[src/rtl/dm_arbiter_pkg.sv]
// Shared constants and lock FSM encodings for the data-memory arbiter.
// DM_ARB_LOCK_EN enables the ownership-lock FSM in dm_arbiter.
package dm_arbiter_pkg;

  localparam int DM_AW       = 12;
  localparam int DM_DW       = 256;
  localparam int DM_MAX_LOCK = 8;
  localparam int DM_CW       = $clog2(DM_MAX_LOCK);

  typedef enum logic [1:0] {
    DMARB_IDLE = 2'd0,
    DMARB_OWN0 = 2'd1,
    DMARB_OWN1 = 2'd2
  } dmarb_state_e;

endpackage

[src/rtl/dm_arbiter_if.sv]
// Requester and memory-side signals of the data-memory arbiter.
// slave = arbiter side, master = requesters plus memory.
interface dm_arbiter_if;
  import dm_arbiter_pkg::*;

  logic             req0, req1;
  logic             we0, we1;
  logic [DM_AW-1:0] addr0, addr1;
  logic [DM_DW-1:0] wdata0, wdata1;
  logic             lock0, lock1;
  logic             gnt0, gnt1;
  logic             rvalid0, rvalid1;
  logic [DM_DW-1:0] rdata0, rdata1;
  logic             dm_wen;
  logic [DM_AW-1:0] dm_waddr, dm_raddr;
  logic [DM_DW-1:0] dm_wdata, dm_rdata;

  modport slave (
    input  req0, req1, we0, we1,
    input  addr0, addr1, wdata0, wdata1,
    input  lock0, lock1, dm_rdata,
    output gnt0, gnt1, rvalid0, rvalid1,
    output rdata0, rdata1,
    output dm_wen, dm_waddr, dm_raddr, dm_wdata
  );

  modport master (
    output req0, req1, we0, we1,
    output addr0, addr1, wdata0, wdata1,
    output lock0, lock1, dm_rdata,
    input  gnt0, gnt1, rvalid0, rvalid1,
    input  rdata0, rdata1,
    input  dm_wen, dm_waddr, dm_raddr, dm_wdata
  );

endinterface

[src/rtl/dm_arbiter_rr_pick.sv]
// Two-input round-robin picker: on a tie the port other than ptr wins.
module dm_rr_pick (
  input  logic [1:0] i_req,
  input  logic       i_ptr,
  output logic [1:0] o_gnt
);

  assign o_gnt = (&i_req) ? (i_ptr ? 2'b01 : 2'b10) : i_req;

endmodule

[src/rtl/dm_arbiter.sv]
// Round-robin arbiter for the single-port line data memory.
// Define DM_ARB_LOCK_EN to enable multi-beat ownership locking.
module dm_arbiter
  import dm_arbiter_pkg::*;
(
  input logic         clk,
  input logic         rst,
  dm_arbiter_if.slave bus
);

  logic             r_rr_ptr;
  logic [1:0]       w_req;
  logic [1:0]       w_gnt;
  logic             w_sel1;
  logic             w_rd0, w_rd1;
  logic             r_rvalid0, r_rvalid1;
  logic [DM_DW-1:0] r_rdata0, r_rdata1;

`ifdef DM_ARB_LOCK_EN
  localparam logic [DM_CW-1:0] LAST = DM_CW'(DM_MAX_LOCK - 1);

  dmarb_state_e   r_state;
  logic [DM_CW-1:0] r_beat;

  always_comb begin
    w_req = {bus.req1, bus.req0};
    case (r_state)
      DMARB_OWN0: w_req[1] = 1'b0;
      DMARB_OWN1: w_req[0] = 1'b0;
      default:    ;
    endcase
    if (rst) w_req = 2'b00;
  end

  // rr_ptr already equals the owner on exit, since every
  // grant during ownership went to that port.
  always_ff @(posedge clk) begin
    if (rst) begin
      r_state <= DMARB_IDLE;
      r_beat  <= '0;
    end else begin
      case (r_state)
        DMARB_IDLE: begin
          if (w_gnt[0] && bus.lock0) begin
            r_state <= DMARB_OWN0;
            r_beat  <= DM_CW'(1);
          end else if (w_gnt[1] && bus.lock1) begin
            r_state <= DMARB_OWN1;
            r_beat  <= DM_CW'(1);
          end
        end
        DMARB_OWN0: begin
          if (!bus.lock0 || (w_gnt[0] && r_beat == LAST)) begin
            r_state <= DMARB_IDLE;
            r_beat  <= '0;
          end else if (w_gnt[0]) begin
            r_beat <= r_beat + DM_CW'(1);
          end
        end
        DMARB_OWN1: begin
          if (!bus.lock1 || (w_gnt[1] && r_beat == LAST)) begin
            r_state <= DMARB_IDLE;
            r_beat  <= '0;
          end else if (w_gnt[1]) begin
            r_beat <= r_beat + DM_CW'(1);
          end
        end
        default: begin
          r_state <= DMARB_IDLE;
          r_beat  <= '0;
        end
      endcase
    end
  end
`else
  logic w_unused_lock;

  assign w_unused_lock = bus.lock0 ^ bus.lock1;
  assign w_req = rst ? 2'b00 : {bus.req1, bus.req0};
`endif

  dm_rr_pick u_pick (
    .i_req (w_req),
    .i_ptr (r_rr_ptr),
    .o_gnt (w_gnt)
  );

  assign w_sel1 = w_gnt[1];
  assign w_rd0  = w_gnt[0] & ~bus.we0;
  assign w_rd1  = w_gnt[1] & ~bus.we1;

  assign bus.gnt0     = w_gnt[0];
  assign bus.gnt1     = w_gnt[1];
  assign bus.dm_raddr = w_sel1 ? bus.addr1 : bus.addr0;
  assign bus.dm_waddr = w_sel1 ? bus.addr1 : bus.addr0;
  assign bus.dm_wdata = w_sel1 ? bus.wdata1 : bus.wdata0;
  assign bus.dm_wen   = (w_gnt[0] & bus.we0)
                      | (w_gnt[1] & bus.we1);

  always_ff @(posedge clk) begin
    if (rst) begin
      r_rr_ptr  <= 1'b1;
      r_rvalid0 <= 1'b0;
      r_rvalid1 <= 1'b0;
      r_rdata0  <= '0;
      r_rdata1  <= '0;
    end else begin
      r_rvalid0 <= w_rd0;
      r_rvalid1 <= w_rd1;
      if (w_rd0) r_rdata0 <= bus.dm_rdata;
      if (w_rd1) r_rdata1 <= bus.dm_rdata;
      if (|w_gnt) r_rr_ptr <= w_gnt[1];
    end
  end

  assign bus.rvalid0 = r_rvalid0;
  assign bus.rvalid1 = r_rvalid1;
  assign bus.rdata0  = r_rdata0;
  assign bus.rdata1  = r_rdata1;

endmodule

[src/flat_wrapper.sv]
// flat-port wrapper written by rule: the top's interface ports become plain ports
module dm_arbiter_flat import dm_arbiter_pkg::*;
  (clk, rst, bus_req0, bus_req1, bus_we0, bus_we1, bus_addr0, bus_addr1, bus_wdata0, bus_wdata1, bus_lock0, bus_lock1, bus_dm_rdata, bus_gnt0, bus_gnt1, bus_rvalid0, bus_rvalid1, bus_rdata0, bus_rdata1, bus_dm_wen, bus_dm_waddr, bus_dm_raddr, bus_dm_wdata);
  dm_arbiter_if bus_i ();
  input logic clk;
  input logic rst;
  input wire logic [$bits(bus_i.req0)-1:0] bus_req0;
  input wire logic [$bits(bus_i.req1)-1:0] bus_req1;
  input wire logic [$bits(bus_i.we0)-1:0] bus_we0;
  input wire logic [$bits(bus_i.we1)-1:0] bus_we1;
  input wire logic [$bits(bus_i.addr0)-1:0] bus_addr0;
  input wire logic [$bits(bus_i.addr1)-1:0] bus_addr1;
  input wire logic [$bits(bus_i.wdata0)-1:0] bus_wdata0;
  input wire logic [$bits(bus_i.wdata1)-1:0] bus_wdata1;
  input wire logic [$bits(bus_i.lock0)-1:0] bus_lock0;
  input wire logic [$bits(bus_i.lock1)-1:0] bus_lock1;
  input wire logic [$bits(bus_i.dm_rdata)-1:0] bus_dm_rdata;
  output wire logic [$bits(bus_i.gnt0)-1:0] bus_gnt0;
  output wire logic [$bits(bus_i.gnt1)-1:0] bus_gnt1;
  output wire logic [$bits(bus_i.rvalid0)-1:0] bus_rvalid0;
  output wire logic [$bits(bus_i.rvalid1)-1:0] bus_rvalid1;
  output wire logic [$bits(bus_i.rdata0)-1:0] bus_rdata0;
  output wire logic [$bits(bus_i.rdata1)-1:0] bus_rdata1;
  output wire logic [$bits(bus_i.dm_wen)-1:0] bus_dm_wen;
  output wire logic [$bits(bus_i.dm_waddr)-1:0] bus_dm_waddr;
  output wire logic [$bits(bus_i.dm_raddr)-1:0] bus_dm_raddr;
  output wire logic [$bits(bus_i.dm_wdata)-1:0] bus_dm_wdata;
  assign bus_i.req0 = bus_req0;
  assign bus_i.req1 = bus_req1;
  assign bus_i.we0 = bus_we0;
  assign bus_i.we1 = bus_we1;
  assign bus_i.addr0 = bus_addr0;
  assign bus_i.addr1 = bus_addr1;
  assign bus_i.wdata0 = bus_wdata0;
  assign bus_i.wdata1 = bus_wdata1;
  assign bus_i.lock0 = bus_lock0;
  assign bus_i.lock1 = bus_lock1;
  assign bus_i.dm_rdata = bus_dm_rdata;
  assign bus_gnt0 = bus_i.gnt0;
  assign bus_gnt1 = bus_i.gnt1;
  assign bus_rvalid0 = bus_i.rvalid0;
  assign bus_rvalid1 = bus_i.rvalid1;
  assign bus_rdata0 = bus_i.rdata0;
  assign bus_rdata1 = bus_i.rdata1;
  assign bus_dm_wen = bus_i.dm_wen;
  assign bus_dm_waddr = bus_i.dm_waddr;
  assign bus_dm_raddr = bus_i.dm_raddr;
  assign bus_dm_wdata = bus_i.dm_wdata;
  dm_arbiter u_core (.clk(clk), .rst(rst), .bus(bus_i));
endmodule
[config.mk]
export PLATFORM = sky130hd
export DESIGN_NAME = dm_arbiter_flat
export DESIGN_NICKNAME = d
export VERILOG_FILES = /design/src/rtl/dm_arbiter_pkg.sv /design/src/rtl/dm_arbiter_if.sv /design/src/rtl/dm_arbiter_rr_pick.sv /design/src/rtl/dm_arbiter.sv /design/src/flat_wrapper.sv
export SDC_FILE = /design/constraint.sdc
export NUM_CORES = 1
export LEC_CHECK = 0
export CAP_MARGIN = 20
export CORE_AREA = 2 2 625 627
export CTS_CLUSTER_DIAMETER = 150
export DETAILED_ROUTE_END_ITERATION = 10
export DIE_AREA = 0 0 627 629
export PLACE_DENSITY = 0.33
export SYNTH_ARGS = -nofsm -noshare
export SYNTH_HDL_FRONTEND = slang
export SYNTH_SLANG_ARGS = --single-unit
export TNS_END_PERCENT = 20
[constraint.sdc]
create_clock -name clk -period 2.9 [get_ports clk]
set_clock_uncertainty 0.2 [all_clocks]
set_input_delay 0.725 -clock clk [delete_from_list [all_inputs] [get_ports clk]]
set_output_delay 0.725 -clock clk [all_outputs]
set_load 0.02 [all_outputs]
# == Word-level counts from Yosys, hierarchy flattened ==
# Index checks and enable logic that the tools add are counted.
# word_totals
register_bits,515
input_bits,800
out_inout_bits,797
wordCells,19
# classes
muxes,5
bitwise_logic,7
n_reduce_logical,2
# op_table
operator,n
two-way mux 256 bit,1
two-way mux 12 bit,1
two-way mux 2 bit,3
bitwise AND 1 bit,4
NOT 1 bit,2
AND reduction 2 bit,1
OR reduction 2 bit,1
bitwise OR 1 bit,1

# == Depth between registers and ports, before layout ==
# logic_depth
word_depth,5
ltp_mapped,6
ltp_nobuf,3

# == Cells and area by module ==
# From an unflattened synthesis, not the netlist that was laid out.
# unflattened
cells_unflattened,2263
area_unflattened_um2,24423.4
# by_module_without_submodules
mod,n_inst,cells_each,area_each_um2,seq_area_each_um2
dm_arbiter,1,2260,24404.7,10309.9
dm_rr_pick,1,3,18.8,0.0

# == Worst setup path after synthesis ==
# OpenSTA, ideal clock, no wires.
# synth_timing
path_type,in2out
startpoint,input port bus_req1
endpoint,output port bus_dm_waddr[0]
t_arrival_ns,2.160
t_required_ns,1.975
setup_slack_ns,-0.185
path_stages,6
path_buffers,3
cell_sequence,a21bo_2 nor2_2 buf_2 buf_4 mux2_1 buf_4
# synth_via
elab_chain_cells,4
# synth_lines
item,line,rtl
start: declaration,flat_wrapper.sv:8,input wire logic [$bits(bus_i.req1)-1:0] bus_req1;
two-way mux 2 bit (*),dm_arbiter.sv:79,"assign w_req = rst ? 2'b00 : {bus.req1, bus.req0};"
AND reduction 2 bit,dm_arbiter_rr_pick.sv:8,assign o_gnt = (&i_req) ? (i_ptr ? 2'b01 : 2'b10) : i_req;
two-way mux 2 bit (*),dm_arbiter_rr_pick.sv:8,
two-way mux 12 bit (*),n/a,
end: declaration,flat_wrapper.sv:25,output wire logic [$bits(bus_i.dm_waddr)-1:0] bus_dm_waddr;
# Mark *: on every way between the ends. The rest lies on a longest branch, timed or not.

# == Worst setup path in the final report ==
# layout_timing
startpoint,register u_core.r_rr_ptr
endpoint,output port bus_dm_wdata[45]
# layout_via
elab_chain_cells,3
# layout_lines
item,line,rtl
start: declaration,dm_arbiter.sv:11,logic r_rr_ptr;
start signal: assignment,dm_arbiter.sv:112,if (|w_gnt) r_rr_ptr <= w_gnt[1];
two-way mux 2 bit (2 in a row),dm_arbiter_rr_pick.sv:8,
two-way mux 256 bit,dm_arbiter.sv:96,assign bus.dm_wdata = w_sel1 ? bus.wdata1 : bus.wdata0;
end: declaration,flat_wrapper.sv:27,output wire logic [$bits(bus_i.dm_wdata)-1:0] bus_dm_wdata;
# No other way between the ends.

==> key figures <==
Run status
  – Run status: finished with violations
  – Failing checks: setup timing

Timing
  – Tmin final: 3.69 ns
  – Hold slack final: 0.233 ns
  – Setup violators final: 283
  – Slew HR: 39.3%
  – Final setup TNS: -166.94 ns
  – Final Slew Violations: 0
  – Period utilisation layout: 127%
  – Max Fclk: 0.271 GHz
  – Worst slew pin tran: between 0.9 and 1 ns
  – Final Hold Fails: 0
  – Setup WS post-layout: -0.787 ns
  – RSZ-0062 raised after global routing: yes

Floorplanning
  – I/O pins: 1,597
  – Core area: 0.388 mm²
  – Die height: 629 µm
  – Die area: 0.394 mm²
  – # rows: 229
  – Initial Util: 6.29%
  – Die W: 627 µm

Synthesis
  – Netlist cell types: 20
  – Syn Inst Count: 2,261
  – Post-synthesis register bit count: 515
  – Yosys top cell area share: 42.3%
  – Syn Nets: 3,061
  – Top cells by area, synth: dfxtp_1 (42%), mux2i_1 (21%), nand2b_1 (20%)
  – Synth Warn #: 0
  – Seq/Total Area, Yosys: 42.3%
  – Syn Area/Cell: 10.8 µm²
  – Mapped Area: ~0.024 mm²
  – Synth area leader: dfxtp_1

Job
  – Maximum Capacitance Violations: 0

Routing
  – DRC: 0
  – Initial DRT Pass Iterations: 5
  – DRT iter0 DRCs: about 1,100
  – Final ANT Viol Nets: 0
  – Drt via density: between 2 and 3
  – Final Routed Wirelength: 323,000 µm
  – Wire length per cell: between 30 and 40 µm
  – Via total after detailed routing: 25,600

Worst setup path
  – Flop-to-flop setup slack: roughly 0.78 ns
  – WP data required: between 1.5 and 2 ns
  – CP startpoint kind: register
  – Crit path DAT: 2.76 ns
  – Maximum fanout along the worst path: 8
  – Kind of critical path: register to primary output
  – CP Capture Type: primary output

CTS
  – Post-CTS Hold Buffers: 0
  – Clock buffer depth: 4
  – CTS Sinks: 515
  – CTS HTree Levels: 3
  – CTS clock-pin slew for the worst setup and hold paths: 0.05 ns
  – Clk root buf: clkbuf_16
  – Worst-Skew Late Latency: 0.74 ns
  – Total CTS buffers: slightly above 80
  – TritonCTS clock tree: yes

Power
  – Leakage power: 20.2 nW
  – Peak VDD IR: 0.379 mV
  – Pwr Density: 463 mW/mm²

GRT
  – GRT Total Usage: 15.7%
  – Initial antenna violation count: 236
  – First-pass GRT wire length: 378,000 µm
  – Pin count of the biggest net entering global routing: 145
  – Number of global-route vias before repair: 25,800
  – Gr ovfl total: 0

Final layout
  – Share of cells above drive strength 1: 23.0%
  – Final core utilization: 13.7%
  – Net count, final: 4,891
  – Layout area overhead: 119%

Place
  – Placer Congestion: around 1.0
  – IO Port Bufs: 1,594
  – DP Worst Slack: -1.35 ns
  – Final HPWL DP: approximately 290,000 µm

Hold path
  – Min-delay worst type: input port to register
[per-stage QoR]
stage                     area, µm²  cells  total power [mW]
after floorplan               24400   2261              9.86
after global placement        48800   9131              14.5
after detailed placement      48800   9131              14.4
after CTS                     52000   9290              25.1
after global routing          53200   9348              25.6
final                         53300   9399              24.7
[synthesized netlist by cell type, drive strengths merged]
library cell / n
nand2b: 770
a22o: 1
mux2i: 512
nor2b: 1
buf: 98
clkbuf: 85
a21bo: 1
or2: 1
nand2: 1
nor3: 2
or3b: 1
dfxtp: 515
o21ai: 1
nor2: 3
mux2: 268
nor3b: 1
[layout by cell type, fill, tap and decap left out, types with 5 or more instances in the layout]
cell	count
mux2_4	146
buf_16	6
mux2i_1	512
clkbuf_1	21
clkbuf_16	90
bufinv_16	5
buf_12	129
dlymetal6s2s_1	8
nand2b_1	769
buf_8	10
diode_2	60
buf_4	270
buf_6	149
clkbuf_2	10
buf_2	57
clkdlybuf4s15_2	8
clkdlybuf4s50_1	1273
clkbuf_8	12
mux2_1	84
mux2_2	38
dfxtp_1	514
[power breakdown]
| group | leakage [nW] | total (mW) | internal (mW) | switching (mW) |
|---|---|---|---|---|
| clock network | 1.29 | 10.2 | 6.10 | 4.07 |
| registers | 4.20 | 7.62 | 7.42 | 0.193 |
| logic | 14.7 | 6.89 | 3.32 | 3.58 |
[path summary, 6_finish.rpt]
check / start / endpoint / cells past startpoint
setup reg to reg: u_core.r_rr_ptr / u_core.bus.rdata0[186] / 8
setup / recovery: u_core.r_rr_ptr / bus_dm_wdata[45] / 8
hold reg to reg: u_core.bus.rdata1[38] / u_core.bus.rdata1[38] / 2
hold / removal: bus_req1 / u_core.r_rr_ptr / 3
[cell families after synthesis]
group	share of synthesized area (%)
AOI/OAI and AO/OA	0.0975
buffers and inverters	4.17
DFF	42.3
muxes	33.4
and+or+nand+nor	20.0
[metal layers]
layer  up-vias  wire, µm  GRT usage (%)
li1      11300         -              -
met1     12300    109000           15.4
met2      1367    170000           30.1
met3       495     31800           6.21
met4        94     11700           3.83
met5         -       623              0
[sequential cells by signal (all words and copies together), names as in the netlist]
signal,flops
u_core.r_rr_ptr,1
u_core.bus.rvalid1,1
u_core.bus.rdata0,256
u_core.bus.rdata1,256
u_core.bus.rvalid0,1
[timing repair]
item                                    CTS  global route
setup buffers                            19            46
endpoints found under the setup margin  335           308
hold endpoints to repair                  0             0
pin swaps                                 1             2
cloned                                    4             6
resized for setup                       328           608
[critical path, cell delays in order (launching register included)]
cell and delay (ns):
dfxtp_2 0.32, a21bo_4 0.23, nor2_4 0.13, buf_12 0.18, buf_6 0.16, buf_12 0.15, bufbuf_16 0.29, mux2_2 0.37
buf_12 0.15
[final cells by class]
cell class / count / area (µm²)
clock inverters: 18 / 259
clock buffers: 118 / 2370
multi-input cells: 1563 / 13600
well taps: 5197 / 6500
repair buffers: 1928 / 20000
fillers: 43900 / 334000
flip-flops and latches: 515 / 10300
diodes: 60 / 150
Note: power is estimated with default switching activity, not from simulation.
==> RTL change: new RTL, same flow settings <==
Set the package constant `DM_DW` to 248 (it was 256).
--- a/src/rtl/dm_arbiter_pkg.sv
+++ b/src/rtl/dm_arbiter_pkg.sv
@@ -3,7 +3,7 @@
 package dm_arbiter_pkg;
 
   localparam int DM_AW       = 12;
-  localparam int DM_DW       = 256;
+  localparam int DM_DW       = 248;
   localparam int DM_MAX_LOCK = 8;
   localparam int DM_CW       = $clog2(DM_MAX_LOCK);
 
Interface: changed (6 resized); port bits go from 1597 to 1549. No check against the original RTL was run, so the function may have changed too.
==> RTL change against the original RTL <==
The run still ends with setup timing left; clock power shrank 13%; via count shrank 7.0%; wire length shrank 17%; synthesized cell count shrank 3.1%; sequential cell count shrank 16; critical path depth shrank 2; die area is the same; area after synthesis shrank 2.9%; design area shrank 6.1%; power shrank 11%; setup slack lost 55 ps; register-to-register slack is essentially flat; highest routed layer unchanged.
==> RTL change: results <==
[clocking]
cts_setup_buffers = 15
ctsResizeCount = 333
cts_buffers = 76
clkLatencyLatePin_ps = 710

[synthesis]
synth_commonest_cells = nand2b_1 (746), dfxtp_1 (499), mux2i_1 (496), mux2_1 (151), mux2_2 (109)
yosys-top-cells-area = dfxtp_1 (42%), mux2i_1 (21%), nand2b_1 (20%), mux2_1 (7.2%), mux2_2 (5.2%)
seq_area_frac_synth = 0.422

[sta]
setup_viol = 275
setup_tns_ps = -183520
setup_slack_ps = -842

[run_status]
outcome = complete, but fails checks
violations = setup timing

[power]
p_leak_nw = 18.3
pwr-share-seq = 0.334
total_power_w = 0.0221
ir_worst_vdd_mv = 0.357

[detailed_routing]
wl_per_cell_um = 28.9
drt_pass1_iterations = 6

[placed_design]
numPlacedInstances = 8974
dp_slack_ps = -1370
hpwl_um = 235000
place_area_um2 = 47200
port_buffers = 1546

[critical_path]
worst_path_max_delay_cell = clkdlybuf4s50_1
cpPeakStageDelay_ps = 540

[min_path]
hp-class = reg -> reg

[global_route]
grt_max_degree = 235
track_usage = 0.131
==> RTL change: logic make-up (layout without fill, tap and decap cells) <==
logic type	Yosys count	after routing	share of synthesized area
flip-flops	499	499	0.422
AO/OA/AOI/OAI	3	3	0.00100
AND/OR/NAND/NOR	756	756	0.200
multiplexers	756	756	0.334
other	0	167	0
buffers and inverters	178	1917	0.0429
==> RTL change: routing by layer <==
layer | part of all wire | GRT usage | vias to the layer above
li1 | - | - | 10889
met1 | 0.29 | 0.109 | 11380
met2 | 0.58 | 0.270 | 1067
met3 | 0.078 | 0.0414 | 394
met4 | 0.051 | 0.0601 | 60
met5 | 0.0015 | 0 | -
==> RTL change: cell type report <==
| type | count | area, um2 | share of cell area |
|---|---|---|---|
| Timing Repair Buffer | 1791 | 18100 | 0.361 |
| Multi-Input combinational cell | 1515 | 12800 | 0.255 |
| Sequential cell | 499 | 9990 | 0.200 |
| Tap cell | 5197 | 6500 | 0.130 |
| Clock buffer | 115 | 2200 | 0.0440 |
| Antenna cell | 167 | 418 | 0.00835 |
| Clock inverter | 11 | 70.1 | 0.00140 |
==> RTL change: final timing paths <==
path	startpoint	slack [ps]	depth (start not counted)	to
worst min register to register	u_core.bus.rdata1[39]	270	2	u_core.bus.rdata1[39]
worst max register to register	u_core.r_rr_ptr	780	8	u_core.bus.rdata0[158]
worst min-delay path	u_core.bus.rdata1[39]	270	2	u_core.bus.rdata1[39]
worst max-delay path	u_core.r_rr_ptr	-840	6	bus_dm_wdata[57]
==> RTL change: worst max-delay path, delay by kind of cell, from the launching register on <==
kind / cells / cell delay, ps
buffers and inverters: 3 / 930
muxes: 1 / 350
DFF: 1 / 330
AOI/OAI and AO/OA: 1 / 250
and+or+nand+nor: 1 / 100
